### src/rtl/pulse_gen_pkg.sv
`default_nettype none
// ============================================================================
// Module   : pulse_gen_pkg
// Purpose  : Shared types and helpers for the pulse train generator.
//            - state_t : burst sequencer states
//            - MIN_LEN : shortest legal high/low phase in cycles
//            - eff_len : maps a programmed phase length to its effective
//                        length (a programmed 0 behaves as 1)
// Revision : 1.0 - initial release
// ============================================================================
package pulse_gen_pkg;

  typedef enum logic [1:0] {
    IDLE = 2'd0,
    HIGH = 2'd1,
    LOW  = 2'd2,
    FIN  = 2'd3
  } state_t;

  localparam int unsigned MIN_LEN = 1;

  function automatic int unsigned eff_len(input int unsigned len);
    eff_len = (len < MIN_LEN) ? MIN_LEN : len;
  endfunction

endpackage
`default_nettype wire

### src/rtl/rise_edge_det.sv
`default_nettype none
// ============================================================================
// Module   : rise_edge_det
// Purpose  : Registered rising-edge detector with asynchronous active-low
//            reset. Keeps one cycle of input history and flags the cycle in
//            which the input is high but was low on the previous clock.
// Ports    : clk   - rising-edge clock
//            rst_n - asynchronous active-low reset
//            sig   - input level to watch
//            rise  - high in the cycle a rising edge is seen
// Revision : 1.0 - initial release
// ============================================================================
module rise_edge_det (
  input  logic clk,
  input  logic rst_n,
  input  logic sig,
  output logic rise
);

  logic sig_q;
  // Set once the input has been seen low after reset. An input already held
  // high across reset release must fall and rise again before it counts.
  logic armed;

  always_ff @(posedge clk or negedge rst_n) begin
    if (!rst_n) begin
      sig_q <= 1'b0;
      armed <= 1'b0;
    end else begin
      sig_q <= sig;
      armed <= armed | ~sig;
    end
  end

  assign rise = sig & ~sig_q & armed;

endmodule
`default_nettype wire

### src/rtl/pulse_train_gen.sv
`default_nettype none
// ============================================================================
// Module   : pulse_train_gen
// Purpose  : On a rising edge of load, emits num_pulses pulses on K, each
//            high for max(high_len,1) cycles and low for max(low_len,1)
//            cycles, then a one-cycle done strobe. Supports abort and an
//            optional retrigger mode (RETRIG=1).
// Ports    : CLK        - rising-edge clock
//            reset      - asynchronous active-low reset
//            load       - start request (rising edge only)
//            num_pulses - pulses per burst, latched at start
//            high_len   - high cycles per pulse, latched at start
//            low_len    - low cycles per pulse, latched at start
//            abort      - synchronous cancel of a running burst
//            K          - registered pulse train
//            busy       - high from the first K=1 cycle to the last low cycle
//            done       - one-cycle strobe at burst completion
// Revision : 1.0 - initial release
// ============================================================================
module pulse_train_gen
  import pulse_gen_pkg::*;
#(
  parameter int CNT_W  = 8,
  parameter int LEN_W  = 4,
  parameter int RETRIG = 0
) (
  input  logic             CLK,
  input  logic             reset,
  input  logic             load,
  input  logic [CNT_W-1:0] num_pulses,
  input  logic [LEN_W-1:0] high_len,
  input  logic [LEN_W-1:0] low_len,
  input  logic             abort,
  output logic             K,
  output logic             busy,
  output logic             done
);

  localparam logic [LEN_W-1:0] LEN_ONE = LEN_W'(1);
  localparam logic [CNT_W-1:0] CNT_ONE = CNT_W'(1);

  logic             start;
  logic             accept;
  logic [LEN_W-1:0] high_eff;
  logic [LEN_W-1:0] low_eff;

  state_t           state;
  logic [CNT_W-1:0] remaining;
  logic [LEN_W-1:0] phase;
  logic [LEN_W-1:0] high_lat;
  logic [LEN_W-1:0] low_lat;

  rise_edge_det u_load_edge (
    .clk   (CLK),
    .rst_n (reset),
    .sig   (load),
    .rise  (start)
  );

  assign high_eff = LEN_W'(eff_len(32'(high_len)));
  assign low_eff  = LEN_W'(eff_len(32'(low_len)));

  // A start is taken when idle, in the done cycle, or mid-burst when
  // retriggering is enabled. Abort has priority and is handled first below.
  assign accept = start && ((state == IDLE) || (state == FIN) || (RETRIG != 0));

  // phase counts down the cycles left in the current HIGH/LOW phase
  // (loaded with length-1), remaining counts pulses not yet completed.
  always_ff @(posedge CLK or negedge reset) begin
    if (!reset) begin
      state     <= IDLE;
      remaining <= '0;
      phase     <= '0;
      high_lat  <= '0;
      low_lat   <= '0;
      K         <= 1'b0;
      busy      <= 1'b0;
      done      <= 1'b0;
    end else begin
      done <= 1'b0;
      if (abort) begin
        state     <= IDLE;
        remaining <= '0;
        phase     <= '0;
        K         <= 1'b0;
        busy      <= 1'b0;
      end else if (accept) begin
        high_lat <= high_eff;
        low_lat  <= low_eff;
        if (num_pulses != '0) begin
          state     <= HIGH;
          remaining <= num_pulses;
          phase     <= high_eff - LEN_ONE;
          K         <= 1'b1;
          busy      <= 1'b1;
        end else begin
          // Empty burst: no pulse, straight to the completion strobe.
          state     <= FIN;
          remaining <= '0;
          phase     <= '0;
          K         <= 1'b0;
          busy      <= 1'b0;
          done      <= 1'b1;
        end
      end else begin
        case (state)
          HIGH: begin
            if (phase == '0) begin
              state <= LOW;
              phase <= low_lat - LEN_ONE;
              K     <= 1'b0;
            end else begin
              phase <= phase - LEN_ONE;
            end
          end
          LOW: begin
            if (phase == '0) begin
              if (remaining == CNT_ONE) begin
                state     <= FIN;
                remaining <= '0;
                busy      <= 1'b0;
                done      <= 1'b1;
              end else begin
                state     <= HIGH;
                remaining <= remaining - CNT_ONE;
                phase     <= high_lat - LEN_ONE;
                K         <= 1'b1;
              end
            end else begin
              phase <= phase - LEN_ONE;
            end
          end
          FIN: begin
            state <= IDLE;
          end
          default: begin
            state <= IDLE;
          end
        endcase
      end
    end
  end

endmodule
`default_nettype wire

### config.mk
export PLATFORM = sky130hd
export DESIGN_NAME = pulse_train_gen
export DESIGN_NICKNAME = d
export VERILOG_FILES = /design/src/rtl/pulse_gen_pkg.sv /design/src/rtl/rise_edge_det.sv /design/src/rtl/pulse_train_gen.sv
export SDC_FILE = /design/constraint.sdc
export NUM_CORES = 1
export LEC_CHECK = 0
export ABC_AREA = 1
export ABC_CLOCK_PERIOD_IN_PS = 1700
export BUFFER_PORTS_ARGS = -buffer_cell sky130_fd_sc_hd__buf_2
export CAP_MARGIN = 5
export CORE_ASPECT_RATIO = 0.5
export CORE_UTILIZATION = 57
export DETAILED_ROUTE_END_ITERATION = 8
export GPL_TIMING_DRIVEN = 0
export PLACE_DENSITY_LB_ADDON = 0.05
export SETUP_SLACK_MARGIN = 0.05
export SLEW_MARGIN = 20
export SYNTH_ARGS = -nofsm -noshare
export SYNTH_HDL_FRONTEND = slang
export SYNTH_SLANG_ARGS = --single-unit
export TNS_END_PERCENT = 100
### constraint.sdc
create_clock -name CLK -period 1.7 [get_ports CLK]
set_input_delay 0.085 -clock CLK [delete_from_list [all_inputs] [get_ports CLK]]
set_output_delay 0.085 -clock CLK [all_outputs]
set_load 0.02 [all_outputs]
; Yosys cells after proc, flatten, opt, wreduce, memory -nomap -nowiden
; Index checks and enable logic that the tools add are counted.
[op_classes]
muxes = 40
reduce_logical = 15
n_addsub = 5
n_bitwise = 6
n_eq_ne = 8
magnitude_cmp = 2
[ops]
columns = operator, n
row1 = 8-bit two-way mux, 6
row2 = 4-bit two-way mux, 8
row3 = 1-bit two-way mux, 17
row4 = 4-bit by 1-bit subtractor with 4-bit output (second input constant), 4
row5 = 2-bit two-way mux, 6
row6 = 4-bit != test (second input constant), 3
row7 = 3-bit nonzero test, 3
row8 = 8-bit by 1-bit == test with 1-bit output (second input constant), 1
row9 = 4-bit by 1-bit less-than comparator with 1-bit output (second input constant), 2
row10 = 4-bit one-hot mux with 2 select lines, 1
row11 = 2-bit AND reduction, 4
row12 = 8-bit nonzero test, 1
row13 = 8-bit by 1-bit subtractor with 8-bit output (second input constant), 1
row14 = 5-bit != test (second input constant), 1
row15 = 2-bit == test (second input constant), 2
row16 = 4-bit zero test, 1
row17 = 2-bit one-hot mux with 2 select lines, 1
row18 = 4-bit AND reduction, 1
row19 = 4-bit nonzero test, 1
row20 = 1-bit NOT, 3
row21 = 3-bit AND reduction, 1
row22 = 1-bit AND, 2
row23 = 2-bit by 1-bit == test with 1-bit output (second input constant), 1
row24 = 2-bit zero test, 1
row25 = 4 further kinds, 4
[word_totals]
input_bits = 20
regBits = 27

; Logic depth before layout (Yosys ltp)
[depth]
ltp_word = 6
mapped_depth = 11

; Modules after synthesis
; Synthesis repeated with hierarchy kept, for this count alone.
[unflattened]
cells_unflattened = 237
area_unflattened_um2 = 1801.7
[by_module_without_submodules]
columns = mod, cells_per_inst, seq_area_each_um2, instances, area_per_inst_um2
row1 = pulse_train_gen, 231, 625.6, 1, 1734.2
row2 = rise_edge_det, 6, 50.0, 1, 67.6

; Least setup slack after synthesis
; No wires, ideal clock.
[synth_path]
kind = reg-to-reg
from = register state[0]
to = register remaining[5]
setup_time_ps = 118
path_buffers = 1
arrival_ps = 1413
period_less_slack_ps = 1531
stages_incl_launch_ff = 11
setup_slack_ps = 169
path_cell_list = dfrtp_1 inv_1 ha_1 nand2_2 nor2_8 nor2_4 nand2_4 buf_6 nand2_1 a21oi_1 nor2_1
[synth_via]
elab_chain_cells = 5
elab_cells_between_ends = 10
classes_between = eq/ne: 2 / mux: 2 / reduce/logical: 6
[synth_lines]
columns = element, line
row1 = start: declaration, pulse_train_gen.sv:47  ; state_t state;
row2 = start signal: assignment, pulse_train_gen.sv:71  ; state <= IDLE;
row3 = start signal: assignment, pulse_train_gen.sv:82  ; state <= IDLE;
row4 = start signal: assignment, pulse_train_gen.sv:91  ; state <= HIGH;
row5 = 2-bit == test / 2-bit zero test (equally long branches), pulse_train_gen.sv:65  ; assign accept = start && ((state == IDLE) || (state == FIN) || (RETRIG != 0));
row6 = 1-bit logical OR, pulse_train_gen.sv:65
row7 = 1-bit logical AND, pulse_train_gen.sv:65
row8 = 3-bit nonzero test (no source line) / 8-bit two-way mux (equally long branches), --
row9 = 2-bit AND reduction (no source line) / 8-bit two-way mux (equally long branches), --
row10 = end signal: assignment, pulse_train_gen.sv:92  ; remaining <= num_pulses;
row11 = end signal: assignment, pulse_train_gen.sv:125  ; remaining <= remaining - CNT_ONE;
row12 = end: declaration, pulse_train_gen.sv:48  ; logic [CNT_W-1:0] remaining;
; Parallel ways exist; a longest one is shown, timed or not.
; A chain may end at the register's enable or synchronous reset.

; Worst setup path in the final report
[layout_path]
from = register phase[0]
to = register remaining[5]
[layout_via]
elab_chain_cells = 3
[layout_lines]
columns = element, line
row1 = start: declaration, pulse_train_gen.sv:49  ; logic [LEN_W-1:0] phase;
row2 = start signal: assignment, pulse_train_gen.sv:93  ; phase <= high_eff - LEN_ONE;
row3 = start signal: assignment, pulse_train_gen.sv:110  ; phase <= low_lat - LEN_ONE;
row4 = start signal: assignment, pulse_train_gen.sv:113  ; phase <= phase - LEN_ONE;
row5 = 4-bit zero test, pulse_train_gen.sv:117  ; if (phase == '0) begin
row6 = 3-bit nonzero test (no source line), --
row7 = 2-bit AND reduction (no source line), --
; No other way between the ends.

==> results.cfg <==
[sta]
hold_violations = 0
maxSlewHeadroom_pct = 59.0
setup_violations = 0
skew_ns = 0.00143
layout_min_cycle_time_ns = 1.60
fin_crit_sh_pct = 94.3
rsz0062_at_grt = yes
final_max_slew_viol_count = 0
tightest_slew_ns = 0.615
fmaxAchievable_ghz = 0.624

[worst_setup_path]
crit_type = flip-flop to flip-flop
startpoint_type = flip-flop
r2r_slack_ns = 0.1
cp.required_ns = 1.88
timing.rr.end = remaining[5]
cp-end-kind = flip-flop
rr_worst_depth = 10
cp_max_fo = 10
r2r-start = phase[0]
crit_arrival_ns = 1.78

[floorplanning]
fp.dieH_microns = 41.8
fp-row-count = 14
core_area_sq_um = 3010
die_w_microns = 81.6
start_util_pct = 60.0
dieArea_sq_um = 3410
io_pins = 23

[worst_hold_path]
min_path_type = input port to flip-flop
holdPathStages = 3
min-delay-start = low_len[1]
whs_endpoint = low_lat[1]

[global_route]
grt_use_total_pct = 25.6
grt_max_degree = 28
grt_overflow = 0
grt_pass1_wl_mm = 6.60
grt_pass1_vias = 1549
antenna_found_initial = 0

[status]
outcome = completed

[drt]
viasPerCell = 5.18
routedWlPerCell_microns = 12.1
ant_nets = 0
drc = 0
totalWireLength_mm = 3.87
vias = 1652
drtPass1Iterations = 4
first_iter_violations = 147

[placement]
dp_hpwl_mm = 2.93
placedCellCount = 310
placed_area_sq_um = 1970
place.gp.congestion = 0.868
portBuffers = 22

[final_layout]
diodes = 0
multi_input_area_sq_um = 1030
layout-drive-gt1-share_pct = 21.5
nets = 309
stdcell_area_sq_um = 2120
postLayoutCoreUtil_pct = 70.4
stdcell_count = 319
area_delta_synth_final_pct = 17.4
seq_area_sq_um = 676
fillCellCount = 260

[clock_tree]
clock_path_buffers = 2
htreeDepth = 1
cts_root_buf = clkbuf_8
tritoncts = built
cts_sinks = 27
clock_latency_ns = 0.28
numCtsBuffers = 3
path_clk_slew_ns = 0.09

[pwr]
p_per_area_nw_per_um2 = 1260
p_total_w = 0.00268
peakVddDrop_v = 0.000638
static-leakage-power_nw = 1.07

[yosys]
synth_cells = 248
ys_ff_latch = 27
netlist_area_sq_um = 1810
synth_warnings = 0
syn_avg_cell_area_sq_um = 7.29
yosys-top-cells-area = dfrtp_1 37%, nand2_1 13%, inv_1 6.4%
yosysSeqAreaShare_pct = 37.4
synth_cell_types = 28
synth_fp_nets = 277
yosysTopAreaCellShare_pct = 37.4
synth_area_leader_cell = dfrtp_1

[job]
maxCapViolCount = 0
## critical path, cell delays in order (launching register included)
cell and delay (ns):
dfrtp_1 0.43, inv_2 0.11, ha_4 0.16, nand3_4 0.13, inv_2 0.13, nand2_1 0.09, nand2_4 0.10, buf_6 0.14
nand2_1 0.06, a21oi_1 0.11, nor2_1 0.05
## synth_stat cells (all sizes together)
library cell / count
xnor2: 4
nor3: 2
o21bai: 1
nand2: 71
a21oi: 12
dfrtp: 27
nor2: 31
nand3: 15
ha: 9
or2: 2
o21ai: 22
buf: 2
inv: 36
xor2: 1
clkinv: 1
nand4: 8
a31oi: 3
a22oi: 1
## worst max path at each step
| stage | cells past startpoint | endpoint | start | slack, ns |
|---|---|---|---|---|
| final | 10 | remaining[5] | phase[0] | 0.1 |
| after global routing | 10 | K | state[1] | 0.03 |
| after CTS | 10 | remaining[5] | phase[0] | 0.05 |
| after detailed placement | 9 | remaining[2] | state[0] | -0.05 |
| after global placement | 9 | remaining[2] | state[0] | -0.02 |
| after floorplan | 10 | remaining[5] | state[0] | 0.17 |
## placed cells by master (no fill, tap or decap)
master / count
xor2_1: 1
o21ai_0: 17
ha_4: 2
o21bai_1: 1
inv_1: 28
nand2_2: 3
nand3_1: 14
xnor2_1: 4
nand3_4: 1
nor3_1: 2
nand2_4: 4
buf_4: 2
inv_2: 8
nor2_1: 23
clkbuf_8: 3
nor2_4: 4
nand4_4: 1
buf_6: 2
a31oi_1: 3
ha_1: 7
o21ai_1: 5
nor2_8: 1
or2_2: 2
a22oi_1: 1
nor2_2: 3
nand2_1: 64
clkinv_4: 1
clkbuf_1: 1
buf_2: 23
dfrtp_1: 27
dlygate4sd3_1: 2
a21oi_1: 12
nand4_1: 7
## cells by family after synthesis
logic type	Yosys count	synth area share, %
and+or+nand+nor	129	34.0
AOI/OAI and AO/OA	39	11.3
buffers and inverters	39	8.65
DFF	27	37.4
adders and majority gates	9	6.23
xor gates and xnor gates	5	2.42
## repair_timing
item                                    4_1_cts  5_1_grt
resized for setup                             4       14
buffers inserted                              2        1
hold endpoints to repair                     29        0
pin swaps                                     4        2
hold buffers                                  2        0
endpoints found under the setup margin       20       13
## per-layer routing
layer / share of wire (%) / wire (microns) / vias up / GRT usage, %
met3: 5.5 / 214 / 2 / 6.15
li1: - / - / 857 / -
met5: 0 / 0 / - / 0
met2: 45 / 1750 / 35 / 42.0
met1: 49 / 1890 / 758 / 34.9
met4: 0.21 / 8 / 0 / 4.21
## registers in the layout, summed over array words and instances (netlist names)
register / count
u_load_edge.armed: 1
low_lat: 4
high_lat: 4
busy: 1
done: 1
remaining: 8
u_load_edge.sig_q: 1
K: 1
state: 2
phase: 4
## final cells by class
| cell class | instances | share of cell area [%] |
|---|---|---|
| Tap cell | 40 | 2.36 |
| Multi-Input combinational cell | 182 | 48.8 |
| Sequential cell | 27 | 31.8 |
| Clock buffer | 4 | 2.12 |
| Inverter | 37 | 6.78 |
| Timing Repair Buffer | 27 | 7.37 |
| Buffer | 2 | 0.767 |
## report_power, final
group / internal, W / leakage [nW] / switching [W]
clock: 0.000169 / 0.0228 / 0.000212
sequential: 0.000824 / 0.337 / 0.000160
combinational: 0.000529 / 0.711 / 0.000790
total: 0.00152 / 1.07 / 0.00116
## through the flow
step           TNS (ns)  hold WS, ns  setup slack [ns]
2_1_floorplan         0       -0.211             0.169
3_3_place_gp    -0.0173        0.130           -0.0173
3_5_place_dp     -0.197        0.135           -0.0505
4_1_cts               0       0.0654            0.0519
5_1_grt               0       0.0774            0.0284
6_report              0       0.0683            0.0976
(Power assumes the default switching activity.)
